===== config.mk =====
export PLATFORM = sky130hd
export DESIGN_NAME = fifo
export DESIGN_NICKNAME = d
export VERILOG_FILES = /design/src/rtl/fifo.sv
export SDC_FILE = /design/constraint.sdc
export NUM_CORES = 1
export LEC_CHECK = 0
export BUFFER_PORTS_ARGS = -buffer_cell sky130_fd_sc_hd__buf_2
export CAP_MARGIN = 0
export CELL_PAD_IN_SITES_DETAIL_PLACEMENT = 1
export CELL_PAD_IN_SITES_GLOBAL_PLACEMENT = 1
export CORE_MARGIN = 5
export CORE_UTILIZATION = 39
export DETAILED_ROUTE_END_ITERATION = 16
export PLACE_DENSITY = 0.65
export SLEW_MARGIN = 10
export SYNTH_ARGS = -nofsm -noshare
export SYNTH_HDL_FRONTEND = slang
export SYNTH_SLANG_ARGS = --single-unit

===== constraint.sdc =====
create_clock -name i_clk -period 2.2 [get_ports i_clk]
set_clock_uncertainty 0.15 [all_clocks]
set_input_delay 0.22 -clock i_clk [delete_from_list [all_inputs] [get_ports i_clk]]
set_output_delay 0.22 -clock i_clk [all_outputs]
set_load 0.03 [all_outputs]

===== src/rtl/fifo.sv =====
// Synchronous single-clock FIFO with registered read data and wrap-bit pointers.
// Full and empty are decoded straight from the registered pointers.
module fifo #(
   parameter int DataWidth = 8,
   parameter int Depth     = 8
) (
   input  logic                 i_clk,
   input  logic                 i_rst,
   input  logic [DataWidth-1:0] i_wr_data,
   input  logic                 i_wr_en,
   input  logic                 i_rd_en,
   output logic [DataWidth-1:0] o_rd_data,
   output logic                 o_full,
   output logic                 o_empty
);

   localparam int AddrWidth = $clog2(Depth);

   logic [DataWidth-1:0] r_mem [Depth];
   logic [AddrWidth:0]   r_wr_ptr;
   logic [AddrWidth:0]   r_rd_ptr;
   logic [DataWidth-1:0] r_rd_data;

   logic                 w_full;
   logic                 w_empty;
   logic                 w_wr_accept;
   logic                 w_rd_accept;
   logic [AddrWidth-1:0] w_wr_idx;
   logic [AddrWidth-1:0] w_rd_idx;

   assign w_wr_idx = r_wr_ptr[AddrWidth-1:0];
   assign w_rd_idx = r_rd_ptr[AddrWidth-1:0];

   assign w_empty = (r_wr_ptr == r_rd_ptr);
   assign w_full  = (r_wr_ptr[AddrWidth] != r_rd_ptr[AddrWidth]) &&
                    (w_wr_idx == w_rd_idx);

   // A concurrent read frees the slot, so a write is still taken while full.
   assign w_rd_accept = i_rd_en & ~w_empty;
   assign w_wr_accept = i_wr_en & (~w_full | w_rd_accept);

   // Pointer and read-data registers.
   always_ff @(posedge i_clk) begin
      if (i_rst) begin
         r_wr_ptr  <= {(AddrWidth+1){1'b0}};
         r_rd_ptr  <= {(AddrWidth+1){1'b0}};
         r_rd_data <= {DataWidth{1'b0}};
      end else begin
         if (w_wr_accept) begin
            r_wr_ptr <= r_wr_ptr + {{AddrWidth{1'b0}}, 1'b1};
         end
         if (w_rd_accept) begin
            r_rd_ptr  <= r_rd_ptr + {{AddrWidth{1'b0}}, 1'b1};
            r_rd_data <= r_mem[w_rd_idx];
         end
      end
   end

   // Storage array; contents survive reset.
   always_ff @(posedge i_clk) begin
      if (!i_rst && w_wr_accept) begin
         r_mem[w_wr_idx] <= i_wr_data;
      end
   end

   assign o_rd_data = r_rd_data;
   assign o_full    = w_full;
   assign o_empty   = w_empty;

endmodule


; Word-level counts from Yosys, hierarchy flattened
; Memory sizes are Yosys's and may differ from the RTL's. A register that Yosys moved wholly into a read port is not among the register bits.
; Cells that the tools add are included.
[totals]
ff_bits = 8
mem_bits_rw = 64
inputBits = 12
elab_cells = 18
memories = 1
[op_classes]
n_addsub = 2
eq_ne = 3
mux = 2
bitwise_logic = 5
reduce_logical = 3
[mem_list]
columns = memory, words, word_bits, rd, rd_clocked_by_memory_dff, wr, line_no
row1 = r_mem, 8, 8, 1, 1, 1, 19  ; logic [DataWidth-1:0] r_mem [Depth];
[ops]
columns = cell, count
row1 = $add 4x1->4 const B, 2
row2 = $eq 4x4->1, 1
row3 = $eq 3x3->1, 1
row4 = $and 1x1->1, 2
row5 = $logic_and 1x1->1, 2
row6 = $mux 1, 2
row7 = $not 1->1, 2
row8 = $logic_not 1->1, 1
row9 = $ne 1x1->1, 1
row10 = $or 1x1->1, 1

; Depth between registers and ports, before layout
; Gate-level depths: netlist of run 1.
[logic_depth]
depth_word = 8
depth_mapped = 6
ltp_nobuf = 4

; Least setup slack after synthesis of run 1
; Ideal clock, no wire load.
[synth_timing]
kind = reg2reg
startpoint = reg r_rd_ptr[0]
endpoint = mem r_mem[0][0], enable pin
setup_time_ns = 0.383
arrival_ns = 1.837
required_time_ns = 1.667
setup_slack_ns = -0.170
stages_incl_launch_ff = 7
n_path_buf = 2
period_less_slack_ns = 2.370
path_cell_list = dfxtp_1 > buf_2 > xor2_1 > or4_4 > buf_6 > o211ai_1 > nor3_1
[synth_between]
elab_chain_len = 8
word_cells_on_any_way = 11
classes_between = 2 x eq/ne / 2 x mux / 5 x bitwise / 2 x reduce/logical
[synth_rtl]
columns = item, line_no
row1 = from (decl), 21  ; logic [AddrWidth:0] r_rd_ptr;
row2 = from (signal assigned), 46  ; r_rd_ptr <= {(AddrWidth+1){1'b0}};
row3 = from (signal assigned), 53  ; r_rd_ptr <= r_rd_ptr + {{AddrWidth{1'b0}}, 1'b1};
row4 = $eq 4x4->1 or $eq 3x3->1 (tied branches), "34, 36"
row5 = $not 1->1 or $logic_and 1x1->1 (tied branches), "39, 35"
row6 = $and 1x1->1 or $not 1->1 (tied branches), "39, 40"
row7 = $or 1x1->1 (*), 40  ; assign w_wr_accept = i_wr_en & (~w_full | w_rd_accept);
row8 = $and 1x1->1 (*), 40
row9 = $logic_and 1x1->1 (*), 61  ; if (!i_rst && w_wr_accept) begin
row10 = $mux 1 (*), 61
row11 = $mux 1 (not written as such) (*), 62  ; r_mem[w_wr_idx] <= i_wr_data;
row12 = to (decl), 19
; Mark *: on every way between the ends. The rest lies on a longest branch, timed or not.

; Final worst setup path of run 1
[layout_timing]
startpoint = reg r_rd_ptr[2]
endpoint = out o_empty
[layout_between]
elab_chain_len = 1
[layout_rtl]
columns = item, line_no
row1 = $eq 4x4->1, 34  ; assign w_empty = (r_wr_ptr == r_rd_ptr);
row2 = to (decl), 14  ; output logic o_empty
; Every way passes these cells.

==> results.json, run 1 <==
{
  "initial_core_util_pct": 39.9,
  "top_level_ports": 22,
  "layout_commonest_cell": "sky130_fd_sc_hd__edfxtp_1",
  "max_clock_freq_mhz": 444,
  "root_buffer": "sky130_fd_sc_hd__clkbuf_8",
  "clkLatencyLatePin_ns": 0.34,
  "timing.final.setup_violations": 1,
  "die-area_um2": 10300,
  "crit_slowest_cell": "sky130_fd_sc_hd__or4_1",
  "grt_setup_unrepaired": "yes",
  "wire_per_inst_um": 20.2,
  "global_route.overflow_total": 0,
  "synthesis.yosys.warnings": 0,
  "horizontal_extent_of_the_die_um": 102,
  "antenna_cells": 0,
  "synth.ff_latch_count": 80,
  "detailed_place_hpwl_mm": 4.67,
  "post_synth_edffs": 64,
  "hold_viol": 0,
  "worst_path_largest_cell_delay_ns": 0.60,
  "synth.net_count": 207,
  "post_synth_fa_ha_maj_area_fraction_pct": 0.764,
  "drive_gt1_share_pct": 35.2,
  "initial_antenna_violation_count": 0,
  "numClockSinks": 80,
  "worst_slack_ns": -0.0520,
  "global_routing_usage_summed_across_all_routing_layers_pct": 15.1,
  "timing_worst_slew_pin_value_ns": 0.762,
  "remaining_drc_errors": 0,
  "power_density_nw_per_um2": 968,
  "timing.setup.critical_path_class": "register to primary output",
  "p_sw_share_pct": 26.5,
  "worst-r2r-cell-count": 7,
  "min_path_type": "input port to register",
  "power_leakage_nw": 1.33,
  "post_synth.cell_area_avg_um2": 17.0,
  "start_kind": "register",
  "grt_max_degree": 21,
  "cts.clk_slew.worst_paths_ns": 0.08,
  "port-buffer-count": 21,
  "cell_internal_pwr_w": 0.00281,
  "power.sequential.fraction_pct": 45.9,
  "route.vias.total": 1868,
  "critPathRequiredTime_ns": 1.83,
  "mappedNetlistArea_um2": 3270,
  "r2r-end": "r_mem[5][5]",
  "drt_first_pass_iters": 4,
  "row_count": 33,
  "rrSetupSlack_ns": 0.01,
  "synth_simple_gate_area_share_pct": 6.84,
  "worstPathMaxFanout": 3,
  "final_core_util_pct": 48.1,
  "violated_checks": "setup timing",
  "relSlewSlack_pct": 48.9,
  "min_period_ns": 2.25,
  "cts_tree": "built",
  "place.detailed.instances": 328,
  "timing.critical_path.to_type": "primary output",
  "p_clk_share_pct": 33.6,
  "combPwrFrac_pct": 20.5,
  "synth_compound_gate_area_share_pct": 6.00,
  "post-route-period-util_pct": 102,
  "critPathArrivalTime_ns": 1.88,
  "whs_endpoint": "r_mem[1][6]",
  "synth_sequential_area_ratio_pct": 68.5,
  "routed_wirelength_mm": 7.07,
  "fp.coreArea_um2": 8220,
  "r2r_start": "r_rd_ptr[1]",
  "path_cells": "xor2_1 > buf_4 > or4_1 > inv_1 > buf_2",
  "hold_path_depth": 1,
  "final_cell_count_no_fill": 349,
  "final-max-slew-violation-count": 0,
  "area_delta_synth_final_pct": 20.6,
  "synth.mux.area_fraction_pct": 13.5,
  "cts_buffer_depth": 2,
  "grt_first_pass_wirelength_mm": 11.2,
  "power.ir.vdd_worst_v": 0.000690,
  "drv.max_cap_violation_count": 0,
  "largest_family_of_logic_cells_by_synthesized_area": "multiplexers",
  "async_flop_share_pct": 0,
  "routabilityCongestion": 0.763,
  "most-common-layout-cells": "sky130_fd_sc_hd__edfxtp_1, sky130_fd_sc_hd__buf_4, sky130_fd_sc_hd__buf_2",
  "power_switching_w": 0.00101,
  "netlist_instances": 193,
  "ctsHtreeMaxLevel": 3,
  "netlist-cell-type-count": 43,
  "die_h_um": 102,
  "status": "finished, violations left",
  "synth_xor_area_share_pct": 1.83,
  "drt_iter0_drc": 70,
  "cts_made_buffers": 9,
  "fillCellCount": 792,
  "timing.hold.worst.start": "i_wr_data[6]",
  "drt-vias-per-instance": 5.35,
  "antenna_left": 0,
  "nNetsFinal": 253,
  "first_global_vias": 1967,
  "ys_dominant_reg_cell": "sky130_fd_sc_hd__edfxtp_1"
}
cell type report:
class / count / area (um2) / area share [%]
well taps: 105 / 131 / 3.33
multi-input cells: 95 / 987 / 25.0
clock buffers: 11 / 131 / 3.33
inverters: 5 / 18.8 / 0.475
flip-flops and latches: 80 / 2240 / 56.8
clock inverters: 5 / 106 / 2.69
repair buffers: 48 / 330 / 8.36
metal layers:
metal | vias up | routed length, um | part of all wire, % | global-route usage [%]
met3 | 4 | 206 | 2.9 | 2.34
li1 | 863 | - | - | -
met5 | - | 0 | 0 | 0
met1 | 968 | 3220 | 46 | 21.0
met4 | 0 | 42 | 0.59 | 5.52
met2 | 33 | 3600 | 51 | 24.2
state kept, by name (all words and copies together) (netlist names):
register	count
r_mem	64
r_rd_ptr	4
r_wr_ptr	4
o_rd_data	8
through the flow:
step	total power, W	hold slack [ns]	TNS [ns]	instance area, um2	setup WS, ns
floorplan	0.00233	0.169	0	3280	0.0126
detailed placement	0.00256	0.293	-1.24	3620	-0.0484
global placement	0.00255	0.292	0	3620	0.0299
finish	0.00382	0.0165	-0.0520	3950	-0.0520
CTS	0.00386	0.000785	-0.980	3930	-0.0733
global route	0.00399	0.00455	-2.55	3950	-0.134
critical path: cells and delay by family (launching register included):
| family | cells | cell delay, ns |
|---|---|---|
| and+or+nand+nor | 1 | 0.60 |
| buffers and inverters | 3 | 0.42 |
| xor gates and xnor gates | 1 | 0.19 |
| DFF | 1 | 0.34 |
what timing repair did:
action                                 4_1_cts  5_1_grt
pin swaps                                    2        4
setup endpoints to repair                   50       66
hold buffers                                 5        0
buffers inserted                             1        2
resized for setup                            8        8
endpoints found under the hold margin       28        0
worst max-delay path by stage:
stage	start	endpoint	slack [ns]
finish	r_rd_ptr[2]	o_empty	-0.05
global placement	r_rd_ptr[2]	r_mem[5][7]	0.03
CTS	r_rd_ptr[2]	o_empty	-0.07
detailed placement	r_wr_ptr[0]	r_mem[4][3]	-0.05
global route	r_wr_ptr[0]	r_mem[0][1]	-0.13
floorplan	r_rd_ptr[0]	r_mem[1][0]	0.01
cell usage after synthesis, drive strengths merged (3+ instances only):
master / n / area, um2
o2bb2ai: 8 / 70.1
clkbuf: 7 / 27.5
buf: 6 / 40.0
edfxtp: 64 / 1920
mux4: 16 / 360
dfxtp: 16 / 320
a21oi: 3 / 18.8
or4: 4 / 33.8
mux2i: 8 / 80.1
nand3: 4 / 20.0
inv: 5 / 18.8
nand2: 5 / 18.8
nand2b: 3 / 18.8
nor3: 3 / 15.0
xor2: 5 / 51.3
nor2: 8 / 30.0
logic make-up after synthesis:
group	after synthesis
compound gates	24
xor+xnor	6
fa+ha+maj	2
buf+inv	18
flops	80
mux	24
simple gates	39
power by group through the flow:
stage | sequential, W | clock (W) | combinational [W]
after floorplan | 0.00185 | 0 | 0.000474
after global placement | 0.00179 | 0 | 0.000764
after detailed placement | 0.00179 | 0 | 0.000773
after CTS | 0.00175 | 0.00131 | 0.000795
after global routing | 0.00177 | 0.00138 | 0.000852
final | 0.00175 | 0.00128 | 0.000784
(Power assumes the default switching activity.)
==> inputs of run 2 (changes only) <==
CORE_ASPECT_RATIO = 1.75   (was default)
clock period = 1.86 ns   (was 2.2 ns; I/O delays follow)
==> results.json, run 2 (same netlist as run 1, synthesis figures left out) <==
{
  "status": "finished, violations left",
  "violated_checks": "hold timing, setup timing",
  "critPathBufInv": 2,
  "initial_antenna_violation_count": 0,
  "critPathRequiredTime_ns": 1.78,
  "fin_total_pwr_w": 0.00500,
  "detailed_place_hpwl_mm": 5.39,
  "wl_met2_mm": 4.96,
  "drive_gt1_share_pct": 50.8,
  "routabilityCongestion": 0.764,
  "timing.critical_path.to_type": "register",
  "timing.hold.ws_ns": -0.00124,
  "route.vias.total": 1942,
  "r2r_start": "r_rd_ptr[2]",
  "die_h_um": 131,
  "cts_buffer_depth": 2,
  "min_period_ns": 2.18,
  "cts.clk_slew.worst_paths_ns": 0.06,
  "worst-r2r-cell-count": 6,
  "row_count": 44,
  "drt-vias-per-instance": 5.49,
  "fp.coreArea_um2": 8260,
  "crit_slowest_cell": "sky130_fd_sc_hd__or4_4",
  "setup.worst_path.end": "r_mem[6][3]",
  "timing.setup.critical_path_class": "register to register",
  "clkLatencyLatePin_ns": 0.33,
  "global_routing_usage_summed_across_all_routing_layers_pct": 16.5,
  "cts_made_buffers": 9,
  "grt_first_pass_wirelength_mm": 12.3,
  "wire_per_inst_um": 22.8,
  "place.detailed.instances": 321,
  "number_of_flip_flops_in_the_largest_register": 64,
  "first_global_vias": 2166,
  "min_path_type": "input port to register",
  "top_level_ports": 22,
  "max_clock_freq_mhz": 459,
  "antenna_left": 0,
  "area_delta_synth_final_pct": 34.5,
  "rrSetupSlack_ns": -0.32,
  "relSlewSlack_pct": 71.1,
  "post-route-period-util_pct": 117,
  "final_cell_count_no_fill": 354,
  "numClockSinks": 80,
  "final_core_util_pct": 53.3,
  "start_kind": "register",
  "antenna_cells": 0,
  "routed_wirelength_mm": 8.06,
  "met3_wirelength_um": 162,
  "global_route.overflow_total": 0,
  "most-common-layout-cells": "sky130_fd_sc_hd__edfxtp_1, sky130_fd_sc_hd__buf_4, sky130_fd_sc_hd__buf_6",
  "worst_slack_ns": -0.318,
  "worstPathMaxFanout": 8,
  "highest_metal_layer_used_by_the_detailed_router": "met4",
  "power_leakage_nw": 1.51,
  "initial_core_util_pct": 39.7,
  "drt_first_pass_iters": 4,
  "wl_met1_mm": 2.86,
  "die-area_um2": 10400,
  "regMostFlops": "r_mem",
  "critPathLaunch": "r_rd_ptr[2]",
  "cpLargestDelayFamily": "simple AND/OR/NAND/NOR gates",
  "worstSetupPathDepth": 6,
  "timing_worst_slew_pin_value_ns": 0.432,
  "path_cells": "xor2_2 > or4_4 > o211ai_1 > buf_4 > buf_6 > nor2_4",
  "power.ir.vdd_worst_v": 0.000714,
  "port-buffer-count": 21,
  "worst_path_largest_cell_delay_ns": 0.55,
  "timing.final.setup_violations": 78,
  "grt_max_degree": 21,
  "drt_iter0_drc": 126,
  "root_buffer": "sky130_fd_sc_hd__clkbuf_16",
  "drv.max_cap_violation_count": 0,
  "horizontal_extent_of_the_die_um": 79.3,
  "nNetsFinal": 271,
  "hold_path_depth": 1,
  "r2r-end": "r_mem[6][3]",
  "hold_viol": 2,
  "ctsHtreeMaxLevel": 3,
  "fillCellCount": 776,
  "remaining_drc_errors": 0,
  "critPathArrivalTime_ns": 2.10,
  "layout_commonest_cell": "sky130_fd_sc_hd__edfxtp_1",
  "final-max-slew-violation-count": 0,
  "power_density_nw_per_um2": 1130,
  "cts_tree": "built",
  "grt_setup_unrepaired": "yes"
}
==> run 2: routing by layer <==
| layer | up-vias | GRT usage, % |
|---|---|---|
| met3 | 4 | 3.08 |
| li1 | 894 | - |
| met4 | 0 | 6.88 |
| met5 | - | 0 |
| met2 | 27 | 31.1 |
| met1 | 1017 | 17.3 |
==> run 2: cell type report <==
class	instances	area (um2)	share of cell area, %
Sequential cell	80	2250	51.1
Inverter	5	23.8	0.540
Timing Repair Buffer	66	556	12.6
Multi-Input combinational cell	95	1180	26.7
Tap cell	92	115	2.61
Clock buffer	16	282	6.39
==> run 2: power breakdown <==
group | switching [W] | internal [W] | total [W]
logic | 0.000656 | 0.000606 | 0.00126
clock network | 0.000619 | 0.00102 | 0.00163
registers | 0.0000649 | 0.00204 | 0.00210
total | 0.00134 | 0.00366 | 0.00500
==> run 2: worst min-delay path by stage <==
| stage | startpoint | to |
|---|---|---|
| after floorplan | i_wr_data[0] | r_mem[0][0] |
| after global placement | o_rd_data[2] | o_rd_data[2] |
| after detailed placement | o_rd_data[3] | o_rd_data[3] |
| after global routing | i_wr_data[0] | r_mem[6][0] |
| final | i_wr_data[0] | r_mem[7][0] |
| after CTS | i_wr_data[0] | r_mem[7][0] |
==> run 2: per-stage QoR <==
step                setup WS [ns]  setup TNS, ns  cell area (um2)  hold slack (ns)
floorplan                  -0.285         -17.23             3290            0.135
finish                     -0.318         -18.79             4400         -0.00124
CTS                        -0.280         -13.95             4250          0.00137
detailed placement         -0.301         -16.89             3670            0.298
global placement           -0.248         -12.56             3670            0.291
global route               -0.386         -23.01             4400           0.0111
==> run 2: repair_timing <==
item                                   in CTS  in global routing
gates resized for setup                    49                 24
hold buffers                                3                  0
pin swaps                                   7                 17
setup endpoints to repair                  77                 82
setup buffers                              10                 10
endpoints found under the hold margin      24                  0
==> run 2: worst reg2reg max path, cell delays in order (launching register included) <==
cell and delay [ns]:
sky130_fd_sc_hd__dfxtp_2 0.34, sky130_fd_sc_hd__xor2_2 0.19, sky130_fd_sc_hd__or4_4 0.55, sky130_fd_sc_hd__o211ai_1 0.30
sky130_fd_sc_hd__buf_4 0.22, sky130_fd_sc_hd__buf_6 0.11, sky130_fd_sc_hd__nor2_4 0.06
